### src/rtl/cam_pkg.sv
// rtl/cam_pkg.sv - shared state encoding and RGB565 pixel format for the camera capture path
package cam_pkg;

  typedef enum logic [2:0] {
    ST_IDLE       = 3'd0,
    ST_WAIT_BLANK = 3'd1,
    ST_WAIT_START = 3'd2,
    ST_CAPTURE    = 3'd3,
    ST_DONE       = 3'd4
  } cam_state_e;

  localparam int RGB_R_W = 5;
  localparam int RGB_G_W = 6;
  localparam int RGB_B_W = 5;
  localparam int PIXEL_W = RGB_R_W + RGB_G_W + RGB_B_W;

  typedef struct packed {
    logic [RGB_R_W-1:0] r;
    logic [RGB_G_W-1:0] g;
    logic [RGB_B_W-1:0] b;
  } rgb565_t;

  // The sensor sends the red/high byte first.
  localparam bit FIRST_BYTE_HIGH = 1'b1;

  function automatic logic [PIXEL_W-1:0] pack_pixel(input logic [7:0] first,
                                                    input logic [7:0] second);
    return FIRST_BYTE_HIGH ? {first, second} : {second, first};
  endfunction

endpackage

### src/rtl/cam_pixel_pack.sv
// rtl/cam_pixel_pack.sv - pairs href-qualified camera bytes into 16-bit pixels and flags odd-length runs
module cam_pixel_pack
  import cam_pkg::*;
(
  input  logic        clk,
  input  logic        resetn,
  input  logic        en_i,
  input  logic        href_i,
  input  logic [7:0]  dat_i,
  output logic        pix_valid_o,
  output logic [15:0] pixel_o,
  output logic        line_end_o,
  output logic        odd_o
);

  logic       href_q, href_d;
  logic       phase_q, phase_d;
  logic [7:0] held_q, held_d;

  always_comb begin
    href_d  = en_i & href_i;
    phase_d = (en_i & href_i) ? ~phase_q : 1'b0;
    held_d  = (en_i & href_i & ~phase_q) ? dat_i : held_q;
  end

  always_ff @(posedge clk or negedge resetn) begin
    if (!resetn) begin
      href_q  <= 1'b0;
      phase_q <= 1'b0;
      held_q  <= 8'h00;
    end else begin
      href_q  <= href_d;
      phase_q <= phase_d;
      held_q  <= held_d;
    end
  end

  // phase_q is still 1 on the falling-edge cycle when the run had an odd byte count.
  assign pix_valid_o = en_i & href_i & phase_q;
  assign pixel_o     = pack_pixel(held_q, dat_i);
  assign line_end_o  = en_i & href_q & ~href_i;
  assign odd_o       = line_end_o & phase_q;

endmodule

### src/rtl/cam_capture_ctrl.sv
// rtl/cam_capture_ctrl.sv - one-frame camera capture sequencer with window crop and frame-buffer write port
module cam_capture_ctrl
  import cam_pkg::*;
#(
  parameter int COL_START  = 0,
  parameter int COLS       = 64,
  parameter int ROW_START  = 0,
  parameter int ROWS       = 32,
  parameter int ADDR_WIDTH = 11,
  parameter int CNT_WIDTH  = 11
) (
  input  logic                  clk,
  input  logic                  resetn,
  input  logic                  start,
  input  logic                  abort,
  input  logic                  cam_vsync,
  input  logic                  cam_href,
  input  logic [7:0]            cam_dat,
  output logic                  cam_dat_en,
  output logic                  wr_en,
  output logic [ADDR_WIDTH-1:0] wr_addr,
  output logic [15:0]           wr_data,
  output logic                  busy,
  output logic                  done,
  output logic                  err_short,
  output logic                  err_odd
);

  localparam int COL_END  = COL_START + COLS;
  localparam int ROW_END  = ROW_START + ROWS;
  localparam int ROW_LAST = ROW_END - 1;

  cam_state_e            state_q, state_d;
  logic [CNT_WIDTH-1:0]  col_q, col_d, row_q, row_d;
  logic [ADDR_WIDTH-1:0] pix_addr_q, pix_addr_d, wr_addr_q, wr_addr_d;
  logic [15:0]           wr_data_q, wr_data_d;
  logic                  wr_en_q, wr_en_d;
  logic                  err_short_q, err_short_d, err_odd_q, err_odd_d;

  logic        capture, abort_hit, arm, in_win, last_line;
  logic        pix_valid, line_end, odd_run;
  logic [15:0] pixel;
  int          col_int, row_int;

  cam_pixel_pack u_pack (
    .clk         (clk),
    .resetn      (resetn),
    .en_i        (capture),
    .href_i      (cam_href),
    .dat_i       (cam_dat),
    .pix_valid_o (pix_valid),
    .pixel_o     (pixel),
    .line_end_o  (line_end),
    .odd_o       (odd_run)
  );

  assign capture   = (state_q == ST_CAPTURE);
  assign abort_hit = abort && (state_q != ST_IDLE);
  assign arm       = start && !abort_hit && (state_q == ST_IDLE || state_q == ST_DONE);
  assign col_int   = int'(col_q);
  assign row_int   = int'(row_q);
  // Window test uses the column of the pixel being completed, before col increments.
  assign in_win    = (row_int >= ROW_START) && (row_int < ROW_END) &&
                     (col_int >= COL_START) && (col_int < COL_END);
  assign last_line = line_end && (row_int == ROW_LAST);

  always_ff @(posedge clk or negedge resetn) begin
    if (!resetn) state_q <= ST_IDLE;
    else         state_q <= state_d;
  end

  always_comb begin
    state_d = state_q;
    if (abort_hit) begin
      state_d = ST_IDLE;
    end else begin
      case (state_q)
        ST_IDLE, ST_DONE: if (start)      state_d = ST_WAIT_BLANK;
        ST_WAIT_BLANK:    if (cam_vsync)  state_d = ST_WAIT_START;
        ST_WAIT_START:    if (!cam_vsync) state_d = ST_CAPTURE;
        ST_CAPTURE:       if (last_line || cam_vsync) state_d = ST_DONE;
        default:          state_d = ST_IDLE;
      endcase
    end
  end

  always_comb begin
    cam_dat_en = (state_q == ST_WAIT_START) || (state_q == ST_CAPTURE);
    busy       = (state_q != ST_IDLE) && (state_q != ST_DONE);
    done       = (state_q == ST_DONE);
    wr_en      = wr_en_q && !abort_hit;
  end

  assign wr_addr   = wr_addr_q;
  assign wr_data   = wr_data_q;
  assign err_short = err_short_q;
  assign err_odd   = err_odd_q;

  always_comb begin
    col_d       = col_q;
    row_d       = row_q;
    pix_addr_d  = pix_addr_q;
    wr_en_d     = 1'b0;
    wr_addr_d   = wr_addr_q;
    wr_data_d   = wr_data_q;
    err_short_d = err_short_q;
    err_odd_d   = err_odd_q;
    if (!capture) begin
      col_d      = '0;
      row_d      = '0;
      pix_addr_d = '0;
    end else begin
      if (line_end) begin
        col_d = '0;
        if (row_q != '1) row_d = row_q + CNT_WIDTH'(1);
      end else if (pix_valid) begin
        if (col_q != '1) col_d = col_q + CNT_WIDTH'(1);
        if (in_win && !abort_hit) begin
          wr_en_d   = 1'b1;
          wr_addr_d = pix_addr_q;
          wr_data_d = pixel;
          if (pix_addr_q != '1) pix_addr_d = pix_addr_q + ADDR_WIDTH'(1);
        end
      end
      if (odd_run && !abort_hit) err_odd_d = 1'b1;
      // A completing line wins over a coincident vsync rise.
      if (cam_vsync && !last_line && !abort_hit) err_short_d = 1'b1;
    end
    if (arm) begin
      err_short_d = 1'b0;
      err_odd_d   = 1'b0;
    end
  end

  always_ff @(posedge clk or negedge resetn) begin
    if (!resetn) begin
      col_q       <= '0;
      row_q       <= '0;
      pix_addr_q  <= '0;
      wr_en_q     <= 1'b0;
      wr_addr_q   <= '0;
      wr_data_q   <= 16'h0000;
      err_short_q <= 1'b0;
      err_odd_q   <= 1'b0;
    end else begin
      col_q       <= col_d;
      row_q       <= row_d;
      pix_addr_q  <= pix_addr_d;
      wr_en_q     <= wr_en_d;
      wr_addr_q   <= wr_addr_d;
      wr_data_q   <= wr_data_d;
      err_short_q <= err_short_d;
      err_odd_q   <= err_odd_d;
    end
  end

endmodule

### config.mk
export PLATFORM = sky130hd
export DESIGN_NAME = cam_capture_ctrl
export DESIGN_NICKNAME = d
export VERILOG_FILES = /design/src/rtl/cam_pkg.sv /design/src/rtl/cam_pixel_pack.sv /design/src/rtl/cam_capture_ctrl.sv
export SDC_FILE = /design/constraint.sdc
export NUM_CORES = 1
export LEC_CHECK = 0
export ABC_AREA = 1
export CORE_MARGIN = 8
export CORE_UTILIZATION = 56
export CTS_CLUSTER_DIAMETER = 40
export DETAILED_ROUTE_END_ITERATION = 7
export PLACE_DENSITY = 0.8
export SYNTH_ARGS = -nofsm -noshare
export SYNTH_HDL_FRONTEND = slang
export SYNTH_HIERARCHICAL = 1
export SYNTH_SLANG_ARGS = --single-unit
### constraint.sdc
create_clock -name clk -period 2.9 [get_ports clk]
set_input_delay 0.725 -clock clk [delete_from_list [all_inputs] [get_ports clk]]
set_output_delay 0.725 -clock clk [all_outputs]
set_load 0.005 [all_outputs]
* Yosys cells after proc, flatten, opt, wreduce, memory -nomap -nowiden
Index checks and enable logic that the tools add are counted.
** Operators by class
- Add/sub/neg operators :: 3
- $lt $le $gt $ge :: 4
- Equal/unequal tests :: 21
- Muxes and demuxes :: 29
- Bitwise gates (word level) :: 9
- Reductions and logical operators :: 31
** Operators with widths (number)
- 11-bit 2-to-1 mux :: 12
- 11-bit by 1-bit adder with 11-bit output (second input constant) :: 3
- 11-bit != test (second input constant) :: 3
- 11-bit by 1-bit greater-or-equal comparator with 1-bit output (second input constant) :: 2
- 3-bit != test (second input constant) :: 7
- 3-bit 2-to-1 mux :: 5
- 1-bit logical AND :: 13
- 2-bit != test (second input constant) :: 6
- 3-bit case mux with 4 select lines :: 1
- 4-bit AND reduction :: 3
- 11-bit by 6-bit equality test with 1-bit output (second input constant) :: 1
- 11-bit by 6-bit < comparator with 1-bit output (second input constant) :: 1
- 11-bit by 7-bit < comparator with 1-bit output (second input constant) :: 1
- 1-bit 2-to-1 mux :: 11
- 2-bit AND reduction :: 4
- 1-bit bitwise AND :: 6
- 3-bit by 2-bit equality test with 1-bit output (second input constant) :: 2
- 2-bit nonzero test :: 3
- 3-bit by 1-bit equality test with 1-bit output (second input constant) :: 1
- 3-bit equality test (second input constant) :: 1
- 3-bit zero test :: 1
- 1-bit logical OR :: 3
- 1-bit NOT :: 3
- 3-bit nonzero test :: 1
- 2 further kinds :: 3
** Word-level totals
- Register bits after elaboration :: 76
- Bits of input ports :: 14
- Output and inout bits :: 33
- Word-level logic and storage cells :: 109

* Logic depth before layout (Yosys ltp)
Gate-level depths: netlist of run 1.
- Depth in word-level cells :: 10
- Gate-level depth with buffers :: 18
- Depth with buffers taken out :: 14

* Hierarchy
Netlist of run 1, hierarchy kept.
** By module, submodules not included
- cam_capture_ctrl :: times used 1, cells each 487, area an instance 3565.9 um^2, sequential area each 1651.6 um^2
- cam_pixel_pack :: times used 1, cells each 54, area an instance 498.0 um^2, sequential area each 250.2 um^2

* Least setup slack after synthesis of run 1
No wires, ideal clock.
- Kind :: reg2reg
- Start point :: register state_q[2]
- End point :: register wr_addr_q[2] (netlist: wr_addr[2])
- Setup time :: 0.117 ns
- Data arrival time :: 2.398 ns
- Data required time :: 2.783 ns
- Setup slack :: 0.385 ns
- Cell stages (with the launch flop) :: 19
- Buffers on the path :: 4
- Period minus slack after synthesis :: 2.515 ns
- Path through :: dfrtp_1 inv_2 nand2_2 nor2_1 buf_4 buf_2 buf_4 nand2_2 nor2_1 inv_2 nand2_1 inv_1 nand2_1 nor2_2 nand3_4 inv_2 buf_6 nand2_1 nand2_1
** Between the ends
- Longest elaborated chain between the ends :: 5
- Elaborated cells on any way between the ends :: 11
- Those cells by class :: eq/ne (1); bitwise (5); reduce/logical (5)
** RTL lines
- from (decl) :: RTL line cam_capture_ctrl.sv:33 : cam_state_e state_q, state_d;
- from (signal assigned) :: RTL line cam_capture_ctrl.sv:69 : else state_q <= state_d;
- 3-bit by 2-bit equality test with 1-bit output :: RTL line cam_capture_ctrl.sv:57 : assign capture = (state_q == ST_CAPTURE);
- via capture :: RTL line cam_capture_ctrl.sv:40 : logic capture, abort_hit, arm, in_win, last_line;
- 1-bit bitwise AND (2 in series) :: RTL line cam_pixel_pack.sv:41 : assign line_end_o = en_i & href_q & ~href_i;
- via line_end :: RTL line cam_capture_ctrl.sv:41 : logic pix_valid, line_end, odd_run;
- 1-bit NOT (no source line)
- 4-bit AND reduction (no source line)
- to (signal assigned) :: RTL line cam_capture_ctrl.sv:150 : wr_addr_q <= wr_addr_d;
- to (decl) :: RTL line cam_capture_ctrl.sv:35 : logic [ADDR_WIDTH-1:0] pix_addr_q, pix_addr_d, wr_addr_q, wr_addr_d;
The timed path passes the listed nets, and every way through them passes these cells.
A chain may end at the register's enable or synchronous reset.

* Worst setup path in the final report of run 1
- Start point :: input abort
- End point :: output wr_en
** Between the ends
- Longest elaborated chain between the ends :: 3
** RTL lines
- from (decl) :: RTL line cam_capture_ctrl.sv:15 : input logic abort,
- 1-bit logical AND :: RTL line cam_capture_ctrl.sv:58 : assign abort_hit = abort && (state_q != ST_IDLE);
- 1-bit zero test :: RTL line cam_capture_ctrl.sv:91 : wr_en = wr_en_q && !abort_hit;
- 1-bit logical AND :: RTL line cam_capture_ctrl.sv:91
- to (decl) :: RTL line cam_capture_ctrl.sv:20 : output logic wr_en,
No other way between the ends.

==> results of run 1 <==
layer usage:
layer,vias to the layer above,part of all wire [%]
met4,0,2.3
met1,1647,44
met5,-,0
met2,75,49
li1,1784,-
met3,21,4.5
through the flow:
stage | setup slack, ps | std cells | util, % | hold WS (ps)
finish | 258 | 685 | 66.5 | 474
CTS | 238 | 685 | 66.5 | 479
global route | 149 | 685 | 66.5 | 507
detailed placement | 238 | 669 | 63.2 | 457
floorplan | 385 | 541 | - | 429
global placement | 282 | 669 | 63.2 | 452
layout make-up:
cell class,instances,area [um^2]
clock buffers,9,124
clock inverters,7,106
fillers,626,2390
inverters,50,188
multi-input cells,391,1790
flip-flops and latches,76,1900
well taps,99,124
repair buffers,53,510
power groups by stage:
stage | logic, uW | registers, uW | clock network, uW
global placement | 487 | 1230 | 0
global route | 578 | 1230 | 991
CTS | 507 | 1210 | 944
floorplan | 349 | 1220 | 0
finish | 504 | 1210 | 923
detailed placement | 503 | 1230 | 0
worst max-delay path, stage by stage:
cell	delay, ps
clkdlybuf4s50_1	460
a21boi_0	200
clkdlybuf4s50_1	530
synthesized netlist by cell type (all sizes together):
| cell | number | area [um^2] |
|---|---|---|
| nand3b | 4 | 30.0 |
| o21bai | 1 | 7.51 |
| nor3 | 5 | 30.0 |
| o21ai | 22 | 114 |
| nor2 | 65 | 267 |
| nand3 | 49 | 268 |
| or2 | 1 | 6.26 |
| buf | 24 | 188 |
| ha | 3 | 37.5 |
| a21oi | 6 | 41.3 |
| dfrtp | 76 | 1900 |
| inv | 50 | 188 |
| xor2 | 6 | 52.6 |
| a21boi | 2 | 15.0 |
| nand4 | 19 | 119 |
| nand2 | 206 | 783 |
| xnor2 | 1 | 8.76 |
| o21a | 1 | 7.51 |
worst paths after layout:
check	slack (ps)	to	from	cells past startpoint
max	260	wr_en	abort	3
min	470	wr_data[10]	u_pack/held_q[2]	2
max reg2reg	790	wr_addr[4]	state_q[2]	13
min reg2reg	470	wr_data[10]	u_pack/held_q[2]	2
max in group asynchronous	1790	state_q[0]	resetn	1
min in group asynchronous	520	row_q[8]	resetn	1
kinds of logic (layout without fill, tap and decap cells):
family / after synthesis / count (layout)
fa+ha+maj: 3 / 3
simple gates: 349 / 349
xor+xnor: 7 / 7
buf+inv: 74 / 119
compound gates: 32 / 32
flops: 76 / 76
registers in the layout, indices dropped and copies added, names as in the netlist:
register,cells
col_q,11
err_odd,1
err_short,1
pix_addr_q,11
row_q,11
state_q,3
u_pack/held_q,8
u_pack/href_q,1
u_pack/phase_q,1
wr_addr,11
wr_data,16
wr_en_q,1
==> impl_metrics.csv, run 1 <==
group,metric,value,unit
clocking,clk_pin_slew,80,ps
floorplan,die_w,101,um
drt,routed_wl,8720,um
floorplan,coreArea,7140,um^2
power_and_ir_drop,p_leak,0.00229,uW
sta,setup_viol,0,
finish,final_nets,598,
worst_setup_path,cp-end-kind,"primary output",
sta,hold_viol_final,0,
clocking,cts_setup_buffers,0,
finish,layout_commonest_cell,"nand2_1",
status,status,"finished, final reports clean",
logic_synthesis,synth-simple-area-share,37.0,%
sta,fin_crit_sh,91.1,%
clocking,cts_buffer_depth,2,
clocking,cts_tree,"done",
drt,first_pass_iters,4,
run,maxCapViolations,0,
sta,tightest_slew,933,ps
clocking,htreeDepth,3,
global_route,gr-usage-met1,22.8,%
clocking,hold_buffers,0,
global_route,grt_usage,18.9,%
drt,wl_per_cell,12.7,um
sta,drv_slew,0,
logic_synthesis,syn_area,4060,um^2
power_and_ir_drop,power_frac_clock,34.9,%
power_and_ir_drop,design_power_total,2640,uW
global_route,grt_max_degree,77,
power_and_ir_drop,p_comb_share,19.1,%
floorplan,die_h,101,um
drt,viasPerCell,5.15,
sta,grt_setup_unrepaired,"no",
logic_synthesis,synthAdderAreaFrac,0.924,%
floorplan,rows,31,
logic_synthesis,synth_fp_nets,558,
clocking,clock-sinks,76,
placed_design,port_buffers,46,
worst_setup_path,path_max_fanout,4,
global_route,use_met2,31.5,%
global_route,grt_pass1_wl,15500,um
worst_setup_path,worstPathRequired,2170,ps
global_route,grt-ovfl-total,0,
clocking,root_buffer,"clkbuf_8",
logic_synthesis,synth_cell_types,31,
worst_setup_path,path_class,"primary input to primary output",
global_route,grt_busiest_layer,"met2",
drt,ant_nets,0,
placed_design,dpl_cell_area,4510,um^2
drt,drt_iter0_markers,158,
logic_synthesis,syn_area_per_cell,7.51,um^2
placed_design,gp_congestion,0.897,
finish,final_area,4740,um^2
drt,vias,3527,
power_and_ir_drop,seqPwrFrac,46.0,%
global_route,grt_util_met3,3.71,%
logic_synthesis,synth_compound_gate_area_share,4.56,%
logic_synthesis,synthXorXnorAreaFrac,1.51,%
power_and_ir_drop,p_sw_share,30.8,%
sta,slew_headroom,37.8,%
sta,fin_crit,2640,ps
finish,syn_to_final_growth,16.7,%
power_and_ir_drop,peakVddDrop,0.383,mV
worst_setup_path,cp-start-kind,"primary input",
finish,drive_gt1_share,8.36,%
drt,drcViolationCount,0,
power_and_ir_drop,net-switching-power,813,uW
clocking,cts_made_buffers,9,
placed_design,dp_hpwl,6210,um
logic_synthesis,ys_ff_latch,76,
logic_synthesis,yosys_warnings,6,
clocking,clk_latency,360,ps
logic_synthesis,synth.area.mux_share,0,%
global_route,antenna_found_initial,0,
sta,finClkSkew,11.5,ps
logic_synthesis,synth-seq-area-share,46.8,%
sta,max_freq,379,MHz
min_path,holdCritPathClass,"register to register",
floorplan,fp.dieArea,10200,um^2
worst_setup_path,worstPathArrival,1920,ps
clocking,post_cts_resized,0,
logic_synthesis,synth_top_family_by_area,"simple AND/OR/NAND/NOR gates",
logic_synthesis,netlist_instances,541,
global_route,grt_pass1_vias,3468,
finish,antenna_cells,0,
power_and_ir_drop,p_int,1830,uW
sta,timing.setup.tns,0,ps
floorplan,ios,47,
power_and_ir_drop,p_per_area,557,nW/um^2
floorplan,initial_core_util,56.9,%
finish,mostFrequentLayoutCells,"202 x nand2_1, 76 x dfrtp_1, 57 x nor2_1",
(Power assumes the default switching activity.)
==> inputs of run 2 (changes only) <==
PLACE_DENSITY = 0.85   (was 0.8)
==> run 2 against run 1 <==
Cell count is the same. Clock skew about the same. Via count grew 3.4%. Clock-buffer cell count unchanged. Cell area decreased by 0.87%. First-iteration DRC count is 44% higher. Critical path depth unchanged. Worst hold slack improved by 8.1 ps.
==> impl_metrics.csv, run 2 (synthesized netlist as in run 1, its figures left out) <==
group,metric,value,unit
status,status,"finished, final reports clean",
min_path,min_path_cells,2,
drt,first_pass_iters,5,
drt,drcViolationCount,0,
min_path,hp-start,"u_pack/held_q[7]",
sta,slew_headroom,37.8,%
worst_setup_path,worstPathArrival,1950,ps
global_route,antenna_found_initial,0,
worst_setup_path,cp-end-kind,"primary output",
floorplan,die_h,101,um
power_and_ir_drop,p_per_area,536,nW/um^2
sta,drv_slew,0,
worst_setup_path,reg2reg_to,"wr_data[8]",
drt,drt_iter0_markers,227,
drt,ant_nets,0,
drt,routed_wl,9190,um
clocking,cts_buffer_depth,2,
clocking,post_cts_resized,0,
finish,layout_commonest_cell,"nand2_1",
floorplan,rows,31,
clocking,cts_tree,"done",
sta,finClkSkew,11.8,ps
power_and_ir_drop,p_sw_share,34.1,%
power_and_ir_drop,net-switching-power,859,uW
power_and_ir_drop,seqPwrFrac,48.4,%
finish,mostFrequentLayoutCells,"202 x nand2_1, 76 x dfrtp_1, 57 x nor2_1",
global_route,grt_usage,19.4,%
run,maxCapViolations,0,
power_and_ir_drop,p_int,1660,uW
placed_design,post-place-ws,244,ps
global_route,grt_pass1_wl,16000,um
global_route,grt_pass1_vias,3495,
power_and_ir_drop,p_comb_share,20.6,%
clocking,root_buffer,"clkbuf_8",
min_path,min_to,"u_pack/held_q[7]",
floorplan,ios,47,
clocking,htreeDepth,3,
finish,drive_gt1_share,8.36,%
clocking,clk_pin_slew,90,ps
global_route,grt_max_degree,77,
worst_setup_path,rr_worst_depth,15,
clocking,cts_made_buffers,9,
sta,max_freq,374,MHz
sta,tightest_slew,934,ps
sta,fin_crit_sh,92.2,%
floorplan,initial_core_util,56.9,%
power_and_ir_drop,p_leak,0.00226,uW
worst_setup_path,path_max_fanout,4,
worst_setup_path,r2r_setup_slack,610,ps
placed_design,dp_hpwl,6580,um
sta,setup_viol,0,
power_and_ir_drop,peakVddDrop,0.313,mV
worst_setup_path,cp-start-kind,"primary input",
clocking,clk_latency,360,ps
drt,wl_per_cell,13.4,um
sta,grt_setup_unrepaired,"no",
finish,final_nets,598,
clocking,hold_buffers,0,
clocking,cts_setup_buffers,0,
sta,whs,482,ps
worst_setup_path,path_class,"primary input to primary output",
clocking,clock-sinks,76,
floorplan,die_w,101,um
placed_design,gp_congestion,0.956,
placed_design,port_buffers,46,
min_path,holdCritPathClass,"register to register",
drt,vias,3648,
worst_setup_path,worstReg2RegStart,"state_q[2]",
drt,viasPerCell,5.33,
floorplan,fp.dieArea,10200,um^2
power_and_ir_drop,power_frac_clock,31.0,%
finish,largest_reg_flops,16,
sta,fin_crit,2670,ps
global_route,grt-ovfl-total,0,
sta,hold_viol_final,0,
worst_setup_path,worstPathRequired,2170,ps
sta,timing.setup.tns,0,ps
sta,worst_slack,227,ps
floorplan,coreArea,7140,um^2
finish,antenna_cells,0,
finish,syn_to_final_growth,15.7,%
## run 2: area by class of cell
type	instances	area [um^2]
clock buffers	9	124
clock inverters	7	65.1
fillers	576	2430
inverters	50	188
multi-input cells	391	1790
flip-flops and latches	76	1900
well taps	99	124
repair buffers	53	510
## run 2: how the worst max path moves through the flow
| stage | startpoint | endpoint | slack (ps) |
|---|---|---|---|
| 2_1_floorplan | state_q[2] | wr_addr[2] | 380 |
| 3_3_place_gp | abort | wr_en | 260 |
| 3_5_place_dp | abort | wr_en | 240 |
| 4_1_cts | abort | wr_en | 230 |
| 5_1_grt | abort | wr_en | 200 |
| 6_report | abort | wr_en | 230 |
## run 2: layer usage
metal | wire, um | global-route usage [%]
met5 | 0 | 0
met1 | 3890 | 24.1
met3 | 500 | 3.09
met4 | 190 | 8.82
met2 | 4610 | 32.5
## run 2: critical path, stage by stage
cell and delay [ps]:
clkdlybuf4s50_1 500, a21boi_0 200, clkdlybuf4s50_1 520
## run 2: through the flow
step | instance area [um^2] | util (%) | total power, uW | std cells
global placement | 4510 | 63.2 | 1720 | 669
detailed placement | 4510 | 63.2 | 1760 | 669
global route | 4700 | 65.9 | 2660 | 685
floorplan | 4060 | - | 1570 | 541
finish | 4700 | 65.9 | 2520 | 685
CTS | 4700 | 65.9 | 2530 | 685
## run 2: power by group through the flow
stage	combinational [uW]	clock, uW	sequential, uW
after global routing	587	843	1230
after floorplan	349	0	1220
after detailed placement	517	0	1240
after global placement	490	0	1230
after CTS	522	794	1220
final	519	782	1220
==> inputs of run 3 (changes only) <==
CORE_UTILIZATION = 58   (was 56)
CTS_BUF_LIST = sky130_fd_sc_hd__clkbuf_4   (was not set)
PLACE_DENSITY = 0.87   (was 0.85)
==> run 3 against run 2 <==
Register-to-register slack worse by 80 ps. Clock-buffer cell count unchanged. Worst hold slack got worse by 79 ps. Die area down 2.9%. Clock skew grew 8.3 ps. Via count shrank 2.2%. Wire length fell by 5.1%. Non-clock buffer count did not move. Maximum frequency up 1.3%. Sequential share of layout area grew 0.52 points. Power shrank 6.4%. Sequential power hardly changed. Critical path type unchanged. Critical endpoint unchanged.
==> impl_metrics.csv, run 3 (synthesized netlist as in run 1, its figures left out) <==
group,metric,value,unit
status,status,"finished, final reports clean",
run,maxCapViolations,0,
power_and_ir_drop,p_per_area,508,nW/um^2
clocking,cts_setup_buffers,0,
global_route,grt_usage,18.9,%
finish,n_fill_cell,572,
sta,timing.setup.tns,0,ps
worst_setup_path,worstPathArrival,1910,ps
drt,drcViolationCount,0,
worst_setup_path,crit_path_top_delay_cell,"clkdlybuf4s50_1",
floorplan,ios,47,
global_route,grt_max_degree,77,
sta,tightest_slew,935,ps
sta,hold_viol_final,0,
worst_setup_path,cp-end-kind,"primary output",
floorplan,die_w,99.7,um
finish,multi_input_area,1790,um^2
finish,drive_gt1_share,8.36,%
sta,slew_headroom,37.7,%
drt,wl_per_cell,12.8,um
placed_design,dp_hpwl,6180,um
sta,drv_slew,0,
global_route,antenna_found_initial,0,
sta,whs,403,ps
worst_setup_path,worst-path-buf-inv,2,
floorplan,fp.dieArea,9940,um^2
power_and_ir_drop,p_leak,0.00224,uW
global_route,grt_pass1_vias,3493,
sta,max_freq,379,MHz
clocking,clock-sinks,76,
clocking,cts_tree,"done",
drt,drt_iter0_markers,143,
sta,fin_crit_sh,91.0,%
sta,grt_setup_unrepaired,"no",
global_route,grt_busiest_layer,"met2",
sta,setup_viol,0,
worst_setup_path,worstPathRequired,2170,ps
sta,finClkSkew,20.0,ps
finish,largest_reg_flops,16,
clocking,cts_buffer_depth,2,
clocking,hold_buffers,0,
drt,first_pass_iters,5,
clocking,root_buffer,"clkbuf_4",
drt,ant_nets,0,
finish,syn_to_final_growth,14.2,%
finish,seq_area,1900,um^2
finish,layout_commonest_cell,"nand2_1",
worst_setup_path,worstPathCellList,"clkdlybuf4s50_1, a21boi_0, clkdlybuf4s50_1",
global_route,grt-ovfl-total,0,
finish,antenna_cells,0,
clocking,post_cts_resized,0,
floorplan,rows,30,
global_route,grt_pass1_wl,15500,um
floorplan,initial_core_util,59.8,%
worst_setup_path,crit_family,"buffers and inverters",
drt,vias,3566,
drt,routed_wl,8730,um
placed_design,port_buffers,46,
sta,fin_crit,2640,ps
floorplan,coreArea,6790,um^2
global_route,grt_util_met3,4.96,%
global_route,use_met2,31.8,%
clocking,htreeDepth,3,
finish,mostFrequentLayoutCells,"202 x nand2_1, 76 x dfrtp_1, 57 x nor2_1",
min_path,holdCritPathClass,"primary input to asynchronous set/reset pin",
power_and_ir_drop,peakVddDrop,0.344,mV
placed_design,gp_congestion,0.892,
finish,final_nets,598,
worst_setup_path,path_class,"primary input to primary output",
worst_setup_path,cpPeakStageDelay,520,ps
global_route,gr-usage-met1,22.7,%
clocking,cts_made_buffers,9,
drt,viasPerCell,5.23,
worst_setup_path,cp-start-kind,"primary input",
clocking,clk_latency,450,ps
clocking,clk_pin_slew,140,ps
worst_setup_path,critPathMostFrequentCell,"clkdlybuf4s50_1",
floorplan,die_h,99.7,um
worst_setup_path,path_max_fanout,4,
## run 3: final cells by class
cell class	count	share of cell area [%]
inverter	50	4.04
clock inverter	7	1.40
multi-input combinational	391	38.5
timing repair buffer	53	11.0
tap	96	2.59
clock buffer	9	1.46
sequential	76	41.0
## run 3: routing by layer
layer  part of all wire, %  vias up
li1                      -     1788
met1                    44     1693
met2                    50       74
met3                   4.6       11
met4                   1.4        0
met5                     0        -
## run 3: power breakdown
part / internal (uW) / switching, uW / total [uW]
Combinational: 178 / 332 / 510
Sequential: 1150 / 61.2 / 1210
Clock: 198 / 438 / 636
## run 3: through the flow
| step | total power [uW] | utilization [%] | std cells | setup WS (ps) | cell area [um^2] |
|---|---|---|---|---|---|
| floorplan | 1570 | - | 541 | 385 | 4060 |
| global route | 2500 | 68.3 | 682 | 150 | 4640 |
| global placement | 1720 | 66.4 | 666 | 280 | 4510 |
| detailed placement | 1740 | 66.4 | 666 | 259 | 4510 |
| CTS | 2370 | 68.3 | 682 | 253 | 4640 |
| finish | 2360 | 68.3 | 682 | 261 | 4640 |
## run 3: path summary, 6_finish.rpt
| kind | start | endpoint | cells after the start | slack [ps] |
|---|---|---|---|---|
| worst max-delay path | abort | wr_en | 3 | 260 |
| worst min-delay path | resetn | col_q[9] | 1 | 400 |
| worst max register to register | state_q[2] | wr_addr[4] | 15 | 530 |
| worst min register to register | u_pack/held_q[1] | wr_data[9] | 2 | 480 |
| max in group asynchronous | resetn | pix_addr_q[1] | 1 | 1900 |
| min in group clk | u_pack/held_q[1] | wr_data[9] | 2 | 480 |
